[src/rtl/hdmi_pkg.sv]
// hdmi_pkg
// Shared definitions for the HDMI island scheduler: TMDS period codes,
// island FSM state encoding, CTL preamble patterns and period lengths.
// Ports: none (package).
package hdmi_pkg;

    typedef enum logic [2:0] {
        PER_CTRL    = 3'd0,
        PER_DI_PRE  = 3'd1,
        PER_DI_GB   = 3'd2,
        PER_DI_DATA = 3'd3,
        PER_VID_PRE = 3'd4,
        PER_VID_GB  = 3'd5,
        PER_VIDEO   = 3'd6
    } period_t;

    typedef enum logic [2:0] {
        ST_CTRL,
        ST_DI_PRE,
        ST_DI_GB_LEAD,
        ST_DI_DATA,
        ST_DI_GB_TRAIL
    } island_state_t;

    localparam logic [3:0] CTL_DI_PRE  = 4'b0101;
    localparam logic [3:0] CTL_VID_PRE = 4'b0001;

    localparam int PREAMBLE_LEN = 8;
    localparam int GUARD_LEN    = 2;
    localparam int PKT_BEATS    = 32;
    localparam int CTRL_MIN     = 12;

    // CTL3..0 pattern carried during a given period
    function automatic logic [3:0] ctl_for(input period_t p);
        logic [3:0] v;
        v = 4'b0000;
        if (p == PER_DI_PRE)  v = CTL_DI_PRE;
        if (p == PER_VID_PRE) v = CTL_VID_PRE;
        return v;
    endfunction

endpackage

[src/rtl/hdmi_island_scheduler_rr_arbiter.sv]
// hdmi_island_scheduler_rr_arbiter
// Round-robin arbiter: combinational one-hot grant searching from the
// current pointer, plus the pointer register itself.
// Ports:
//   i_clk, i_rst  clock, synchronous active-high reset (pointer -> 0)
//   i_req         per-source request vector
//   i_adv         decision point; pointer moves to winner+1 when a winner exists
//   o_gnt         one-hot grant for the current request vector
//   o_found       at least one request present
module hdmi_island_scheduler_rr_arbiter #(
    parameter int NUM_REQ = 4
) (
    input  logic               i_clk,
    input  logic               i_rst,
    input  logic [NUM_REQ-1:0] i_req,
    input  logic               i_adv,
    output logic [NUM_REQ-1:0] o_gnt,
    output logic               o_found
);

    localparam int PTR_W = (NUM_REQ > 1) ? $clog2(NUM_REQ) : 1;
    localparam logic [PTR_W:0] N_W = (PTR_W+1)'(NUM_REQ);

    logic [PTR_W-1:0]     r_ptr;
    logic [2*NUM_REQ-1:0] w_dbl;
    logic [NUM_REQ-1:0]   w_rot;
    logic [PTR_W-1:0]     w_off;
    logic [PTR_W-1:0]     w_win;
    logic [PTR_W-1:0]     w_next;
    logic [PTR_W:0]       w_sum;
    logic [PTR_W:0]       w_sum1;

    always_comb begin
        // rotate so bit 0 is the source at the pointer; lowest set bit wins
        w_dbl   = {i_req, i_req};
        w_rot   = w_dbl[{1'b0, r_ptr} +: NUM_REQ];
        o_found = 1'b0;
        w_off   = '0;
        for (int i = NUM_REQ-1; i >= 0; i--) begin
            if (w_rot[i]) begin
                o_found = 1'b1;
                w_off   = PTR_W'(i);
            end
        end
        w_sum = {1'b0, r_ptr} + {1'b0, w_off};
        if (w_sum >= N_W) w_sum = w_sum - N_W;
        w_win  = w_sum[PTR_W-1:0];
        w_sum1 = {1'b0, w_win} + (PTR_W+1)'(1);
        if (w_sum1 >= N_W) w_sum1 = '0;
        w_next = w_sum1[PTR_W-1:0];
        o_gnt  = o_found ? (NUM_REQ'(1) << w_win) : '0;
    end

    always_ff @(posedge i_clk) begin
        if (i_rst) begin
            r_ptr <= '0;
        end else if (i_adv && o_found) begin
            r_ptr <= w_next;
        end
    end

endmodule

[src/rtl/hdmi_island_scheduler.sv]
// hdmi_island_scheduler
// Chooses the TMDS period for every pixel clock (control, data-island
// preamble/guard/packet, video preamble/guard, active video) from the video
// timing counters, and schedules round-robin packet islands in horizontal
// blanking. All outputs are registered: the value for counter X appears on
// the edge after X is presented.
// Ports:
//   i_clk, i_rst            pixel clock, synchronous active-high reset
//   i_counterX, i_counterY  timing generator counters
//   i_req                   per-source packet request (level)
//   o_period                period code (hdmi_pkg::period_t)
//   o_ctl                   CTL3..0 preamble pattern
//   o_gnt                   one-hot grant, held for the 32 beats of a packet
//   o_pkt_idx               packet beat 0..31 (0 outside DI_DATA)
//   o_pkt_first/o_pkt_last  beat 0 / beat 31 markers
//   o_abort                 one-cycle pulse when an island is cut short
//
// state          | meaning
// ST_CTRL        | no island; period follows video timing
// ST_DI_PRE      | 8-cycle data-island preamble
// ST_DI_GB_LEAD  | 2-cycle leading guard band; grant decided on its last cycle
// ST_DI_DATA     | 32-beat packet(s), back to back up to MAX_PKTS
// ST_DI_GB_TRAIL | 2-cycle trailing guard band
module hdmi_island_scheduler
    import hdmi_pkg::*;
#(
    parameter int RES_WIDTH     = 800,
    parameter int RES_HEIGHT    = 525,
    parameter int ACTIVE_X      = 640,
    parameter int ACTIVE_Y      = 480,
    parameter int ISLAND_START  = 652,
    parameter int MAX_PKTS      = 2,
    parameter int NUM_REQ       = 4,
    parameter int COUNTER_WIDTH = 10
) (
    input  logic                     i_clk,
    input  logic                     i_rst,
    input  logic [COUNTER_WIDTH-1:0] i_counterX,
    input  logic [COUNTER_WIDTH-1:0] i_counterY,
    input  logic [NUM_REQ-1:0]       i_req,
    output logic [2:0]               o_period,
    output logic [3:0]               o_ctl,
    output logic [NUM_REQ-1:0]       o_gnt,
    output logic [4:0]               o_pkt_idx,
    output logic                     o_pkt_first,
    output logic                     o_pkt_last,
    output logic                     o_abort
);

    if (ISLAND_START < ACTIVE_X + CTRL_MIN) begin : g_chk_start
        $fatal(1, "ISLAND_START too close to end of active video");
    end
    if (ISLAND_START + PREAMBLE_LEN + 2*GUARD_LEN + PKT_BEATS*MAX_PKTS
        > RES_WIDTH - 10 - CTRL_MIN) begin : g_chk_len
        $fatal(1, "island with MAX_PKTS packets overruns the abort point");
    end
    if (MAX_PKTS < 1 || MAX_PKTS > 18) begin : g_chk_pkts
        $fatal(1, "MAX_PKTS must be 1..18");
    end

    localparam logic [COUNTER_WIDTH-1:0] X_ACT     = COUNTER_WIDTH'(ACTIVE_X);
    localparam logic [COUNTER_WIDTH-1:0] X_ISL     = COUNTER_WIDTH'(ISLAND_START);
    localparam logic [COUNTER_WIDTH-1:0] X_ABORT   = COUNTER_WIDTH'(RES_WIDTH - 10 - CTRL_MIN);
    localparam logic [COUNTER_WIDTH-1:0] X_VPRE_LO = COUNTER_WIDTH'(RES_WIDTH - 10);
    localparam logic [COUNTER_WIDTH-1:0] X_VPRE_HI = COUNTER_WIDTH'(RES_WIDTH - 3);
    localparam logic [COUNTER_WIDTH-1:0] X_VGB_LO  = COUNTER_WIDTH'(RES_WIDTH - 2);
    localparam logic [COUNTER_WIDTH-1:0] X_LAST    = COUNTER_WIDTH'(RES_WIDTH - 1);
    localparam logic [COUNTER_WIDTH-1:0] Y_ACT     = COUNTER_WIDTH'(ACTIVE_Y);
    localparam logic [COUNTER_WIDTH-1:0] Y_PRE_LIM = COUNTER_WIDTH'(ACTIVE_Y - 1);
    localparam logic [COUNTER_WIDTH-1:0] Y_LAST    = COUNTER_WIDTH'(RES_HEIGHT - 1);
    localparam logic [2:0] TMR_PRE     = 3'(PREAMBLE_LEN - 1);
    localparam logic [2:0] TMR_GB      = 3'(GUARD_LEN - 1);
    localparam logic [4:0] IDX_LAST    = 5'(PKT_BEATS - 1);
    localparam logic [4:0] IDX_PRELAST = 5'(PKT_BEATS - 2);
    localparam logic [4:0] PKTS_MAX    = 5'(MAX_PKTS);

    island_state_t      r_state;
    period_t            r_period;
    logic [2:0]         r_tmr;
    logic [4:0]         r_pkt_idx;
    logic [4:0]         r_pkt_cnt;
    logic               r_first;
    logic               r_last;
    logic [NUM_REQ-1:0] r_gnt;
    logic               r_abort;

    period_t            w_base_period;
    logic               w_next_line_act;
    logic               w_abort;
    logic               w_start;
    logic               w_lead_done;
    logic               w_pkt_end;
    logic               w_more_ok;
    logic               w_arb_adv;
    logic [NUM_REQ-1:0] w_arb_gnt;
    logic               w_arb_found;

    // period when no island is in progress
    always_comb begin
        w_next_line_act = (i_counterY < Y_PRE_LIM) || (i_counterY == Y_LAST);
        w_base_period   = PER_CTRL;
        if (i_counterX < X_ACT && i_counterY < Y_ACT)
            w_base_period = PER_VIDEO;
        else if (w_next_line_act && i_counterX >= X_VPRE_LO && i_counterX <= X_VPRE_HI)
            w_base_period = PER_VID_PRE;
        else if (w_next_line_act && i_counterX >= X_VGB_LO && i_counterX <= X_LAST)
            w_base_period = PER_VID_GB;
    end

    assign w_abort     = (i_counterX == X_ABORT) && (r_state != ST_CTRL);
    assign w_start     = (r_state == ST_CTRL) && (i_counterX == X_ISL) && (|i_req);
    assign w_lead_done = (r_state == ST_DI_GB_LEAD) && (r_tmr == '0);
    assign w_pkt_end   = (r_state == ST_DI_DATA) && (r_pkt_idx == IDX_LAST);
    assign w_more_ok   = (r_pkt_cnt < PKTS_MAX);
    assign w_arb_adv   = !w_abort && (w_lead_done || (w_pkt_end && w_more_ok));

    hdmi_island_scheduler_rr_arbiter #(
        .NUM_REQ (NUM_REQ)
    ) u_arb (
        .i_clk   (i_clk),
        .i_rst   (i_rst),
        .i_req   (i_req),
        .i_adv   (w_arb_adv),
        .o_gnt   (w_arb_gnt),
        .o_found (w_arb_found)
    );

    always_ff @(posedge i_clk) begin
        if (i_rst) begin
            r_state   <= ST_CTRL;
            r_period  <= PER_CTRL;
            r_tmr     <= '0;
            r_pkt_idx <= '0;
            r_pkt_cnt <= '0;
            r_first   <= 1'b0;
            r_last    <= 1'b0;
            r_gnt     <= '0;
            r_abort   <= 1'b0;
        end else begin
            r_abort <= 1'b0;
            r_first <= 1'b0;
            r_last  <= 1'b0;
            if (w_abort) begin
                r_state   <= ST_CTRL;
                r_period  <= w_base_period;
                r_tmr     <= '0;
                r_pkt_idx <= '0;
                r_gnt     <= '0;
                r_abort   <= 1'b1;
            end else begin
                unique case (r_state)
                    ST_CTRL: begin
                        if (w_start) begin
                            r_state   <= ST_DI_PRE;
                            r_period  <= PER_DI_PRE;
                            r_tmr     <= TMR_PRE;
                            r_pkt_cnt <= '0;
                        end else begin
                            r_period  <= w_base_period;
                        end
                    end
                    ST_DI_PRE: begin
                        if (r_tmr == '0) begin
                            r_state  <= ST_DI_GB_LEAD;
                            r_period <= PER_DI_GB;
                            r_tmr    <= TMR_GB;
                        end else begin
                            r_tmr    <= r_tmr - 3'd1;
                        end
                    end
                    ST_DI_GB_LEAD: begin
                        if (r_tmr != '0) begin
                            r_tmr <= r_tmr - 3'd1;
                        end else if (w_arb_found) begin
                            r_state   <= ST_DI_DATA;
                            r_period  <= PER_DI_DATA;
                            r_pkt_idx <= '0;
                            r_first   <= 1'b1;
                            r_gnt     <= w_arb_gnt;
                            r_pkt_cnt <= 5'd1;
                        end else begin
                            // requests vanished during the preamble: close the island empty
                            r_state  <= ST_DI_GB_TRAIL;
                            r_tmr    <= TMR_GB;
                        end
                    end
                    ST_DI_DATA: begin
                        if (r_pkt_idx != IDX_LAST) begin
                            r_pkt_idx <= r_pkt_idx + 5'd1;
                            r_last    <= (r_pkt_idx == IDX_PRELAST);
                        end else if (w_more_ok && w_arb_found) begin
                            r_pkt_idx <= '0;
                            r_first   <= 1'b1;
                            r_gnt     <= w_arb_gnt;
                            r_pkt_cnt <= r_pkt_cnt + 5'd1;
                        end else begin
                            r_state   <= ST_DI_GB_TRAIL;
                            r_period  <= PER_DI_GB;
                            r_tmr     <= TMR_GB;
                            r_pkt_idx <= '0;
                            r_gnt     <= '0;
                        end
                    end
                    ST_DI_GB_TRAIL: begin
                        if (r_tmr == '0) begin
                            r_state  <= ST_CTRL;
                            r_period <= w_base_period;
                        end else begin
                            r_tmr    <= r_tmr - 3'd1;
                        end
                    end
                    default: begin
                        r_state  <= ST_CTRL;
                        r_period <= PER_CTRL;
                        r_gnt    <= '0;
                    end
                endcase
            end
        end
    end

    assign o_period    = r_period;
    assign o_ctl       = ctl_for(r_period);
    assign o_gnt       = r_gnt;
    assign o_pkt_idx   = r_pkt_idx;
    assign o_pkt_first = r_first;
    assign o_pkt_last  = r_last;
    assign o_abort     = r_abort;

endmodule

[config.mk]
export PLATFORM = sky130hd
export DESIGN_NAME = hdmi_island_scheduler
export DESIGN_NICKNAME = d
export VERILOG_FILES = /design/src/rtl/hdmi_pkg.sv /design/src/rtl/hdmi_island_scheduler_rr_arbiter.sv /design/src/rtl/hdmi_island_scheduler.sv
export SDC_FILE = /design/constraint.sdc
export NUM_CORES = 1
export LEC_CHECK = 0
export ABC_CLOCK_PERIOD_IN_PS = 3300
export CORE_ASPECT_RATIO = 0.7
export CORE_MARGIN = 8
export CORE_UTILIZATION = 55
export DETAILED_ROUTE_END_ITERATION = 6
export HOLD_SLACK_MARGIN = 0.1
export PLACE_DENSITY = 0.82
export SYNTH_ARGS = -nofsm -noshare
export SYNTH_HDL_FRONTEND = slang
export SYNTH_SLANG_ARGS = --single-unit
[constraint.sdc]
create_clock -name i_clk -period 3.3 [get_ports i_clk]
set_input_delay 0.495 -clock i_clk [delete_from_list [all_inputs] [get_ports i_clk]]
set_output_delay 0.495 -clock i_clk [all_outputs]
set_load 0.01 [all_outputs]
==> reports/summary.txt <==
Status: complete, no violations
Clock tree buffer depth: 2
CTS Hold Bufs: 0
Largest net degree at the start of global routing: 23
Antenna-violating nets left: 0
Hold Crit Class: reg -> reg
Final worst setup slack: 709 ps
Root Driver: clkbuf_8
Drt drc: 0
Area delta synth->final: 25.2%
Unrepaired setup endpoints after global routing: no
Commonest non-fill, non-tap cell in the layout: clkdlybuf4s50_1
Post-CTS Resized: 0
PwrDens: 276 nW/um^2
CTS Buf Count: 3
DR WL/cell: 15.2 um
Data required time at the worst endpoint: 3450 ps
Routability cong.: 0.968
Worst VDD drop: 0.170 mV
CP cell instances: clkdlybuf4s50_1 > nor4_2 > buf_4 > o311a_1 > a211oi_1 > and2_1 > a211oi_1
Post-layout min period: 2590 ps
Initial DRC Count: 284
Total track usage: 0.182
First-pass GRT wire length: 8740 um
Leakage: 0.950 nW
Final Setup Violations: 0
H-tree depth: 1
CTS tree: built
Pre-antenna DRT Iters: 4
YS warnings: 0
Initial antenna violation count: 0
Starting density of the core: 0.574
Boundary pin count: 45
Worst path max stage delay: 630 ps
Core footprint: 3540 sq um
Inserted Diodes: 0
Hold Vio Cnt, Final: 0
Number of synthesized register bits: 28
Fillers: 305
Synth Flop Type: dfxtp_1
Crit path launch type: input pin
Clock Sinks: 28
Rel. slew slack: 0.553
Commonest non-fill, non-tap cells in the layout: clkdlybuf4s50_1, dfxtp_1, nor2_1
EDFF count, synth: 0
Synthesized area: 2030 sq um
Cell family with most CP delay: compound AO/OA/AOI/OAI gates
Die X: 88.6 um
Final wirelength: 5260 um
Setup TNS: 0 ps
Most used cell along the critical path: a211oi_1
Mapped Cells: 262
Worst skew pair latency: 280 ps
Sequential fraction of the synthesis area: 0.276
Vias/cell: 5.99
Critical path fanouts, max: 9
Worst-Margin Slew: 670 ps
Postcts setup bufs: 0
Clk pin slew, worst setup/hold paths: 100 ps
Fraction of layout cells with a size suffix above 1: 0.0404
Fmax: 386 MHz
Arr. time, crit path: 2740 ps
Final period utilization: 0.785
Max-cap viol count: 0
# nets final: 335
Netlist cell types: 53
GRT overflow: 0
Share of Yosys cell area claimed by the top area cell type: 0.276
Setup Crit Path Kind: in -> reg
Site Rows: 18
Die area: 5920 sq um
Worst setup EP type: flip-flop
Number of global-route vias before repair: 1791
Top post-synthesis cells by area: dfxtp_1, ha_1, a21oi_1
Skew final: 2.75 ps
Pre-CTS setup slack: 443 ps
Fin. max-slew vios: 0
DIE HEIGHT: 66.8 um
Yosys top cell by area: dfxtp_1
Overall via count from detail_route: 2077
Crit path max-delay cell type: clkdlybuf4s50_1
Async set or reset register ratio after synthesis: 0
Syn_area_per_cell: 7.75 sq um
Buffers on Ports: 42
CP bufs+invs: 2
DP HPWL: 4060 um
==> Yosys cell counts, types with 2 or more instances <==
cell	count
nor3b_1	5
o31ai_1	2
xnor2_1	3
o2111ai_1	2
a31oi_1	8
nand4_1	5
a22o_1	2
o21a_1	2
o22ai_1	2
maj3_1	3
or3_1	5
nor2_1	21
clkbuf_1	10
a21oi_1	18
or3b_2	2
mux2i_1	2
o211ai_1	3
nor2b_1	3
nand4bb_1	2
dfxtp_1	28
nor3_1	9
nor4b_1	2
a21o_1	3
or4_1	5
buf_4	2
a211oi_1	6
nand2_1	12
and3_1	9
nand3_1	13
o211a_1	2
and2_1	3
inv_1	9
ha_1	11
nand2b_1	13
a32oi_1	2
o21ai_0	16
==> stage by stage <==
step / total power [mW] / hold WS, ps / cells / instance area, sq um / util
2_1_floorplan: 0.386 / 452 / 263 / 2030 / -
3_3_place_gp: 0.432 / 460 / 343 / 2470 / 0.699
3_5_place_dp: 0.434 / 461 / 343 / 2470 / 0.699
4_1_cts: 0.706 / 477 / 347 / 2540 / 0.719
5_1_grt: 0.727 / 495 / 347 / 2540 / 0.719
6_report: 0.702 / 478 / 347 / 2540 / 0.719
==> worst min-delay path, delay by kind of cell, from the launching register on <==
kind | cells | cell delay (ps)
and+or+nand+nor | 1 | 60
DFF | 1 | 320
AOI/OAI and AO/OA | 1 | 50
==> cell families after synthesis <==
logic type      after synthesis  synth area share
other cells                   1           0.00185
buf+inv                      23            0.0468
simple gates                119             0.343
fa+ha+maj                    14            0.0826
xor+xnor                      4            0.0173
flops                        28             0.276
compound gates               71             0.223
mux                           2           0.00986
==> flip-flops by register name (all words and copies together), names as in the netlist <==
register     cells
r_pkt_cnt        5
o_gnt            4
r_state          3
o_pkt_idx        5
o_abort          1
o_pkt_last       1
r_tmr            3
o_pkt_first      1
u_arb.r_ptr      2
o_period         3
==> power breakdown <==
| part | total [mW] | internal [mW] | switching, mW |
|---|---|---|---|
| Sequential | 0.341 | 0.339 | 0.00177 |
| Combinational | 0.0865 | 0.0470 | 0.0395 |
| Clock | 0.275 | 0.163 | 0.112 |
| Total | 0.702 | 0.549 | 0.154 |
==> metal layers <==
layer  vias up  global-route usage  part of all wire
met5         -                   0                 0
met4         0              0.0252            0.0023
met3         2              0.0319             0.073
met2        65               0.277              0.45
met1       964               0.262              0.48
li1       1046                   -                 -
==> final cells by class <==
cell class                 count  area [sq um]  area share
multi-input combinational    212          1380       0.542
inverter                       9          33.8      0.0133
tap                           50          62.6      0.0246
sequential                    28           561       0.220
timing repair buffer          44           435       0.171
clock inverter                 1          30.0      0.0118
clock buffer                   3          41.3      0.0162
==> path summary, 6_finish.rpt <==
path / start / to / slack, ps / cells after the start
hold / removal: o_gnt[1] / o_gnt[1] / 480 / 2
setup reg to reg: o_pkt_idx[0] / r_pkt_cnt[3] / 890 / 8
hold reg to reg: o_gnt[1] / o_gnt[1] / 480 / 2
setup / recovery: i_req[2] / r_pkt_cnt[3] / 710 / 7
(Power assumes the default switching activity.)
